--- config.mk ---
export PLATFORM = sky130hd
export DESIGN_NAME = branch_resolve_predictor
export DESIGN_NICKNAME = d
export VERILOG_FILES = /design/src/rtl/branch_resolve_predictor.sv
export SDC_FILE = /design/constraint.sdc
export NUM_CORES = 1
export LEC_CHECK = 0
export ABC_AREA = 1
export CORE_MARGIN = 10
export CORE_UTILIZATION = 44
export DETAILED_ROUTE_END_ITERATION = 10
export GPL_TIMING_DRIVEN = 0
export PLACE_DENSITY = 0.79
export SLEW_MARGIN = 40
export SYNTH_ARGS = -nofsm -noshare
export SYNTH_HDL_FRONTEND = slang
export SYNTH_SLANG_ARGS = --single-unit
--- constraint.sdc ---
create_clock -name clk -period 1.85 [get_ports clk]
set_input_delay 0.37 -clock clk [delete_from_list [all_inputs] [get_ports clk]]
set_output_delay 0.37 -clock clk [all_outputs]
set_load 0.01 [all_outputs]
--- src/rtl/branch_resolve_predictor.sv ---
// Branch predictor and resolver spanning the ID/EX boundary: a PC-indexed table of
// 2-bit saturating counters, same-cycle mispredict flush, and resolve statistics.
module branch_resolve_predictor #(
    parameter int ENTRIES = 16,
    parameter int IDX_W   = 4
) (
    input  logic        clk,
    input  logic        reset,
    input  logic [31:0] pc_d,
    input  logic        branch_d,
    output logic        predict_o,
    input  logic        branch_e,
    input  logic        branch_predict_e,
    input  logic [31:0] pc_e,
    input  logic [31:0] rs1_e,
    input  logic [31:0] rs2_e,
    input  logic [31:0] pc_notchosen_e,
    output logic        flush_o,
    output logic [31:0] redirect_pc_o,
    input  logic        stat_clr,
    output logic [31:0] branch_cnt_o,
    output logic [31:0] mispredict_cnt_o
);

    logic [1:0]       table_r [ENTRIES];
    logic [IDX_W-1:0] idx_d_s;
    logic [IDX_W-1:0] idx_e_s;
    logic             taken_s;
    logic             mispredict_s;
    logic [31:0]      branch_cnt_r;
    logic [31:0]      mispredict_cnt_r;

    // Saturating step of a 2-bit counter toward taken (up) or not-taken (down).
    function automatic logic [1:0] ctr_next(input logic [1:0] ctr, input logic taken);
        logic [1:0] nxt;
        if (taken) begin
            if (ctr == 2'b11) begin
                nxt = 2'b11;
            end else begin
                nxt = ctr + 2'b01;
            end
        end else begin
            if (ctr == 2'b00) begin
                nxt = 2'b00;
            end else begin
                nxt = ctr - 2'b01;
            end
        end
        return nxt;
    endfunction

    // Lookup and resolve are combinational so the flush lands on the same edge.
    always_comb begin
        idx_d_s       = pc_d[IDX_W+1:2];
        idx_e_s       = pc_e[IDX_W+1:2];
        taken_s       = (rs1_e == rs2_e);
        mispredict_s  = branch_e & (taken_s != branch_predict_e);
        predict_o     = branch_d & table_r[idx_d_s][1];
        flush_o       = mispredict_s;
        redirect_pc_o = pc_notchosen_e;
    end

    // History table: reset to weak-taken, trained by every resolved branch.
    always_ff @(posedge clk or negedge reset) begin
        if (!reset) begin
            for (int i = 0; i < ENTRIES; i++) begin
                table_r[i] <= 2'b10;
            end
        end else if (branch_e) begin
            table_r[idx_e_s] <= ctr_next(table_r[idx_e_s], taken_s);
        end
    end

    // Performance counters; clear wins over a same-cycle increment, both wrap.
    always_ff @(posedge clk or negedge reset) begin
        if (!reset) begin
            branch_cnt_r     <= 32'd0;
            mispredict_cnt_r <= 32'd0;
        end else if (stat_clr) begin
            branch_cnt_r     <= 32'd0;
            mispredict_cnt_r <= 32'd0;
        end else begin
            branch_cnt_r     <= branch_cnt_r + {31'd0, branch_e};
            mispredict_cnt_r <= mispredict_cnt_r + {31'd0, mispredict_s};
        end
    end

    assign branch_cnt_o     = branch_cnt_r;
    assign mispredict_cnt_o = mispredict_cnt_r;

endmodule

-- Word-level counts from Yosys, hierarchy flattened
Index checks and enable logic that the tools add are counted.
Widths: inputs -> output; s select.
- reduce and logical (&&, ||, !) cells: 2
- order comparisons: 3
- bitwise gates (word level): 4
- $add $sub $neg: 4
- multiplexer cells: 15
- equal/unequal tests: 3
- operator list (operator ; number):
    $add 32x1->32 ; 2
    $mux 32 ; 2
    $bwmux 32 ; 1
    $eq 32x32->1 ; 1
    $mux 2 ; 9
    $bmux 2 s4 ; 2
    $ge 5x5->1 const B ; 2
    $not 4->5 ; 2
    $demux 2 s4 ; 1
    $lt 5x1->1 const B ; 1
    $add 2x1->2 const B ; 1
    $and 1x1->1 ; 2
    $eq 2x2->1 const B ; 1
    $logic_not 2->1 ; 1
    $sub 2x1->2 const B ; 1
    $logic_and 1x1->1 ; 1
    $ne 1x1->1 ; 1
- bits of input ports: 166
- output and inout bits: 98
- register bits: 96

-- Depth between registers and ports, before layout
Gate-level depths: netlist of the first run.
- word-level depth: 9
- gate-level depth with buffers: 24
- gate-level depth less buffers: 24

-- Worst setup path before layout of the first run
OpenSTA, ideal clock, no wires.
- path kind: input port to flip-flop
- start point: input rs2_e[21]
- end point: register mispredict_cnt_r[30], in the netlist mispredict_cnt_o[30]
- path buffers: 0
- data arrival time: 2.495 ns
- path slack: -0.768 ns
- stages on the path: 19
- required time: 1.727 ns
- cell sequence: nor2_1 > nor2_1 > nor2_1 > nand2_1 > nor2_1 > nand2_1 > nor2_1 > nor2_1 > nor2_1 > ha_1 > nand2_1 > nor2_1 > nand2_1 > nor2_1 > nand3_1 > nor2_1 > inv_1 > nor3b_1 > nor2_1
- longest elaborated chain between the ends: 5
- ends and longest elaborated chain (item ; line ; RTL):
    start: declaration ; 16 ; input logic [31:0] rs2_e,
    $eq 32x32->1 ; 56 ; taken_s = (rs1_e == rs2_e);
    $ne 1x1->1 ; 57 ; mispredict_s = branch_e & (taken_s != branch_predict_e);
    $and 1x1->1 ; 57 ;
    via flush_o ; 18 ; output logic flush_o,
    $add 32x1->32 ; 84 ; mispredict_cnt_r <= mispredict_cnt_r + {31'd0, mispredict_s};
    $mux 32 ; 79 ; end else if (stat_clr) begin
    end signal: assignment ; 84 ;
    end: declaration ; 31 ; logic [31:0] mispredict_cnt_r;
The timed path passes the listed nets, and every way through them passes these cells.
A chain may end at the register's enable or synchronous reset.

-- Worst setup path in the final report of the first run
- start point: input rs2_e[3]
- end point: register mispredict_cnt_r[27], in the netlist mispredict_cnt_o[27]
- longest elaborated chain between the ends: 5
- ends and longest elaborated chain (item ; line):
    $eq 32x32->1 ; 56
    $ne 1x1->1 ; 57
    $and 1x1->1 ; 57
    $add 32x1->32 ; 84
    $mux 32 ; 79
No other way between the ends.

==> flow_summary.toml, run 1 <==
[routing]
num_vias = 7006
dr.pass1.iters = 6
drtIter0Drc = 519
post-route-drc-count = 0
routedWlPerCell_um = 15.3
viasPerCell = 5.04
wl_um = 21300
antenna_left = 0

[grt]
grt_usage_pct = 19.7
grt_max_degree = 71
grt_pass1_vias = 6631
grt_remaining_overflow = 0
antenna_found_initial = 0
grt_pass1_wl_um = 32500

[timing]
setup_tns_ns = -9.05
finClkSkew_ns = 0.00607
timing.final.crit_period_ns = 2.27
worst_pin_slew_ns = 0.672
timing.final.ws_setup_ns = -0.417
finalHoldViolCount = 0
drv_slew = 0
finalCritPeriodShare_pct = 123
maxSlewHeadroom_pct = 55.2
rsz0062_at_grt = "true"
finalSetupViolCount = 32
max_freq_ghz = 0.441

[power]
seqPwrFrac_pct = 46.3
ir_drop_mv = 0.431
p_int_uw = 3390
p_sw_uw = 1190
p_clk_share_pct = 37.5
p_leak_uw = 0.00454
power_density_mw_per_mm2 = 478
pwr-share-comb_pct = 16.3
power.share.switching_pct = 26.0

[final_layout]
final_common_cell = "nand2_1"
stdcell_count = 1390
num_antenna_cells = 0
layout_common_cells = "nand2_1 (309), nor2_1 (123), inv_1 (109)"
area_growth_pct = 48.5
layout.nets = 1373
drive_gt1_share_pct = 27.2
final_util_pct = 66.4
nFillCells = 1253

[placement]
dp_cells = 1337
port_buffers = 174
hpwl_um = 15500
gp_congestion = 0.924

[critical_path]
crit_path_frequent_cell = "nor2_4"
path_max_fanout = 5
start_kind = "input port"
cp_slowest_stage_delay_ns = 0.19
worst_path_max_delay_cell = "ha_2"
cp_num_buf_inv = 4
end_kind = "flop"
critPathRequiredTime_ns = 2.10
crit_chain = "buf_2 -> xnor2_2 -> nand2_1 -> inv_1 -> nand2_1 -> nor2_1 -> nand2_1 -> nor2_4 -> nor2_4 -> nor2_4 -> ha_2 -> nand2_2 -> nor2_4 -> nand2_4 -> buf_6 -> inv_4 -> nand2_4 -> nor2_4 -> nand3_2 -> o21ai_2 -> a21oi_2"
cp_top_family = "simple AND/OR/NAND/NOR gates"
crit_type = "in -> reg"
arrival_ns = 2.52

[status]
outcome = "finished, violations left"
violations = "negative setup slack"

[clock_network]
cts_sinks = 96
clkLatencyLatePin_ns = 0.36
clkSlewWorstSetupHoldPaths_ns = 0.07
cts.root.buffer_cell = "clkbuf_16"
numCtsBuffers = 9
clock_path_buffers = 2
htree_levels = 3
cts_tree = "done"

[logic_synthesis]
async_reset_ff_share_pct = 100
synth_cells = 978
avgSynthCellArea_um2 = 6.60
syn_area_mm2 = 0.00645
synth_warnings = 0
synth_top_area_share_pct = 31.0
yosys-top-cells-area = "dfrtp_1 (31%), nand2_1 (19%), nor2_1 (9.4%)"
synth_flop_cell = "dfrtp_1"
synth-seq-cells = 96
syn_nets = 1148
yosys.cell_types.count = 38
synth_edf_count = 0
synth-seq-area-share_pct = 37.6
synth_top_cell_by_area = "dfrtp_1"

[floorplanning]
io_pins = 264
core_area_mm2 = 0.0144
die_w_um = 141
die_h_um = 141
rows = 44
initial_utilization_pct = 44.7
die_area_mm2 = 0.0199

[flow_run]
max-cap-violations = 0

[worst_hold_path]
hp-class = "in -> reg"
-- registers in the layout, summed over array words and instances (netlist names) --
signal	flops
table_r	32
mispredict_cnt_o	32
branch_cnt_o	32
-- timing repair --
action	4_1_cts	5_1_grt
pin swaps	97	93
resized for setup	334	154
hold endpoints to repair	19	0
endpoints found under the setup margin	75	65
hold buffers	1	0
setup buffers	16	21
gates cloned	1	1
-- cells by family (layout without fill, tap and decap cells) --
kind of cell    after synthesis  after routing  share of synthesized area, %
compound gates               78             78                          6.58
xor+xnor                     39             39                          5.30
fa+ha+maj                     4              4                         0.776
buf+inv                     178            406                          13.1
flops                        96             96                          37.6
simple gates                583            583                          36.7
-- stage by stage --
stage,total power [µW],instance area (µm²),setup slack [ns],hold slack [ns]
after detailed placement,2850,8560,-1.52,0.232
after floorplan,2450,6560,-0.537,0.0744
final,4580,9580,-0.417,0.441
after global routing,4770,9580,-0.544,0.441
after global placement,2830,8530,-3.26,0.459
after CTS,4550,8910,-0.436,0.401
-- per-layer routing --
layer / vias to the layer above / share of wire, % / track usage (%)
met4: 0 / 1.9 / 5.43
met1: 3251 / 38 / 22.4
met3: 45 / 7.9 / 6.21
met2: 283 / 52 / 34.7
li1: 3427 / - / -
met5: - / 0 / 0
-- cell usage after synthesis (16+ instances only) --
cell type / instances
xor2_1: 23
o21ai_0: 40
nor2_1: 161
nand3_1: 22
xnor2_1: 16
dfrtp_1: 80
buf_4: 32
a21oi_1: 26
nand2_1: 333
dfstp_2: 16
nand4_1: 17
inv_1: 128
nor3_1: 26
-- power groups by stage --
stage	combinational (µW)	clock, µW	sequential [µW]
after global placement	676	0	2150
after detailed placement	697	0	2150
after global routing	815	1840	2120
final	745	1720	2120
after floorplan	296	0	2160
after CTS	672	1760	2120
-- worst paths after layout --
kind                                      start  cells after the start              endpoint  slack [ns]
worst max-delay path                   rs2_e[3]                     21  mispredict_cnt_o[27]       -0.42
worst min-delay path                   stat_clr                      2       branch_cnt_o[8]        0.44
worst max register to register  branch_cnt_o[0]                     11      branch_cnt_o[18]       -0.01
worst min register to register      table_r[13]                      2           table_r[13]        0.48
max in group asynchronous                 reset                      3           table_r[17]        0.78
min in group asynchronous                 reset                      2            table_r[0]        0.45
-- final cells by class --
cell class / instances / area, µm² / area share, %
inverter: 133 / 519 / 5.42
sequential: 96 / 2430 / 25.4
timing repair buffer: 213 / 2020 / 21.1
multi-input combinational: 704 / 3760 / 39.3
timing repair inverter: 1 / 5.00 / 0.0523
buffer: 45 / 350 / 3.66
clock buffer: 9 / 225 / 2.35
clock inverter: 5 / 35.0 / 0.366
tap: 184 / 230 / 2.40
Note: power is estimated with default switching activity, not from simulation.
==> inputs of run 2 (changes only) <==
- GPL_TIMING_DRIVEN: 0 -> not set
- HOLD_SLACK_MARGIN: not set -> 0.02
- REMOVE_ABC_BUFFERS: not set -> 1
==> flow_summary.toml, run 2 (synthesis gave the netlist of run 1 again) <==
[floorplanning]
core_area_mm2 = 0.0144
rows = 44
die_w_um = 141
initial_utilization_pct = 44.7
io_pins = 264
die_area_mm2 = 0.0199
die_h_um = 141

[final_layout]
final_common_cell = "nand2_1"
area_growth_pct = 48.1
multiInputGateArea_mm2 = 0.00384
register_area_mm2 = 0.00243
layout_common_cells = "nand2_1 (296), nor2_1 (119), inv_1 (107)"
layout.nets = 1364
final_area_mm2 = 0.00955
drive_gt1_share_pct = 30.6
nFillCells = 1212

[power]
power_density_mw_per_mm2 = 510
ir_drop_mv = 0.668
p_leak_uw = 0.00464

[critical_path]
r2r_cells = 7
cp_slowest_stage_delay_ns = 0.17
start_kind = "input port"
crit_type = "in -> reg"
cp_top_family = "simple AND/OR/NAND/NOR gates"
crit_chain = "buf_2 -> inv_1 -> nand2_1 -> nand2_1 -> nor2_2 -> nand2_2 -> nor2_1 -> nand2_1 -> nor2_4 -> nor2_2 -> nor2_4 -> ha_4 -> nand2_4 -> inv_2 -> nand2_2 -> nor2_4 -> nand2_2 -> inv_2 -> nand2_2 -> buf_4 -> buf_4 -> o21ai_2 -> a21oi_1"
crit_path_frequent_cell = "nand2_2"
end_kind = "flop"
worst_path_max_delay_cell = "ha_4"
cp_num_buf_inv = 6
worst-path-stages = 23
arrival_ns = 2.45
path_max_fanout = 3
critPathRequiredTime_ns = 2.10

[timing]
finalHoldViolCount = 0
max_freq_ghz = 0.454
finClkSkew_ns = 0.00765
timing.final.ws_setup_ns = -0.352
rsz0062_at_grt = "true"
drv_slew = 0
finalCritPeriodShare_pct = 119
timing.final.crit_period_ns = 2.20
worst_pin_slew_ns = 0.640
maxSlewHeadroom_pct = 57.2
finalSetupViolCount = 31

[routing]
wl_um = 23100
antenna_left = 0
viasPerCell = 5.12
dr.pass1.iters = 5
routedWlPerCell_um = 16.7
post-route-drc-count = 0
drtIter0Drc = 448
num_vias = 7095

[clock_network]
cts_tree = "done"
cts_sinks = 96
clkLatencyLatePin_ns = 0.36
cts.root.buffer_cell = "clkbuf_16"
clkSlewWorstSetupHoldPaths_ns = 0.07
htree_levels = 3
clock_path_buffers = 2
numCtsBuffers = 9

[placement]
pre_cts_slack_ns = -1.68
gp_congestion = 0.973
placed_area_mm2 = 0.00847
port_buffers = 143
hpwl_um = 16800

[grt]
grt_pass1_vias = 6815
grt_usage_pct = 21.9
grt_remaining_overflow = 0
antenna_found_initial = 2
grt_pass1_wl_um = 35000
grt_max_degree = 42

[flow_run]
max-cap-violations = 0

[status]
violations = "negative setup slack"
outcome = "finished, violations left"

[worst_hold_path]
hp-class = "in -> async"
## run 2: cell types whose count changed in the layout (fill, tap and decap cells not counted), moves of 7 or more
cell	change
nand2_1	-13
o21ai_1	-8
clkdlybuf4s50_1	-31
buf_2	+9
clkbuf_1	-7
buf_6	-10
nor2_2	+8
o21ai_0	+15
nand2_2	+9
o21ai_2	-7
buf_4	+28
## run 2: layer usage
layer	up-vias	wire, µm	global-route usage (%)
met5	-	106	4.19
met4	4	455	6.47
met3	48	2630	11.2
met2	335	10200	32.6
met1	3285	9700	26.6
li1	3423	-	-
## run 2: what timing repair did
| action | in CTS | in global routing |
|---|---|---|
| pin swaps | 93 | 82 |
| setup endpoints to repair | 87 | 78 |
| resized for setup | 364 | 143 |
| setup buffers | 28 | 11 |
| hold endpoints to repair | 7 | 0 |
| cloned | 1 | 0 |
| hold buffers | 1 | 0 |
## run 2: report_power, final
part           switching [µW]  internal [µW]  total, µW
clock                     900           1210       2110
sequential               10.4           2110       2120
combinational             333            309        642
## run 2: final timing paths
path,from,end,slack (ns)
max,rs1_e[18],mispredict_cnt_o[12],-0.35
min,reset,table_r[0],0.45
max reg2reg,mispredict_cnt_o[6],mispredict_cnt_o[29],-0.08
min reg2reg,table_r[26],table_r[26],0.48
max in group asynchronous,reset,table_r[31],0.82
min in group clk,table_r[26],table_r[26],0.48
## run 2: metrics by stage
| step | hold WS (ns) | cells | setup TNS [ns] | utilization (%) | total power [µW] |
|---|---|---|---|---|---|
| after detailed placement | 0.277 | 1347 | -70.58 | 58.7 | 2750 |
| final | 0.453 | 1385 | -7.65 | 66.2 | 4870 |
| after global routing | 0.472 | 1383 | -13.58 | 66.2 | 5070 |
| after global placement | 0.276 | 1347 | -67.60 | 58.7 | 2740 |
| after floorplan | 0.0744 | 933 | -14.91 | - | 2350 |
| after CTS | 0.440 | 1380 | -15.97 | 62.9 | 4840 |
## run 2: layout make-up
class / count / area share, %
timing repair buffer: 249 / 23.0
tap: 184 / 2.41
antenna: 2 / 0.0524
multi-input combinational: 705 / 40.2
sequential: 96 / 25.4
clock inverter: 7 / 1.17
clock buffer: 9 / 2.36
inverter: 133 / 5.33
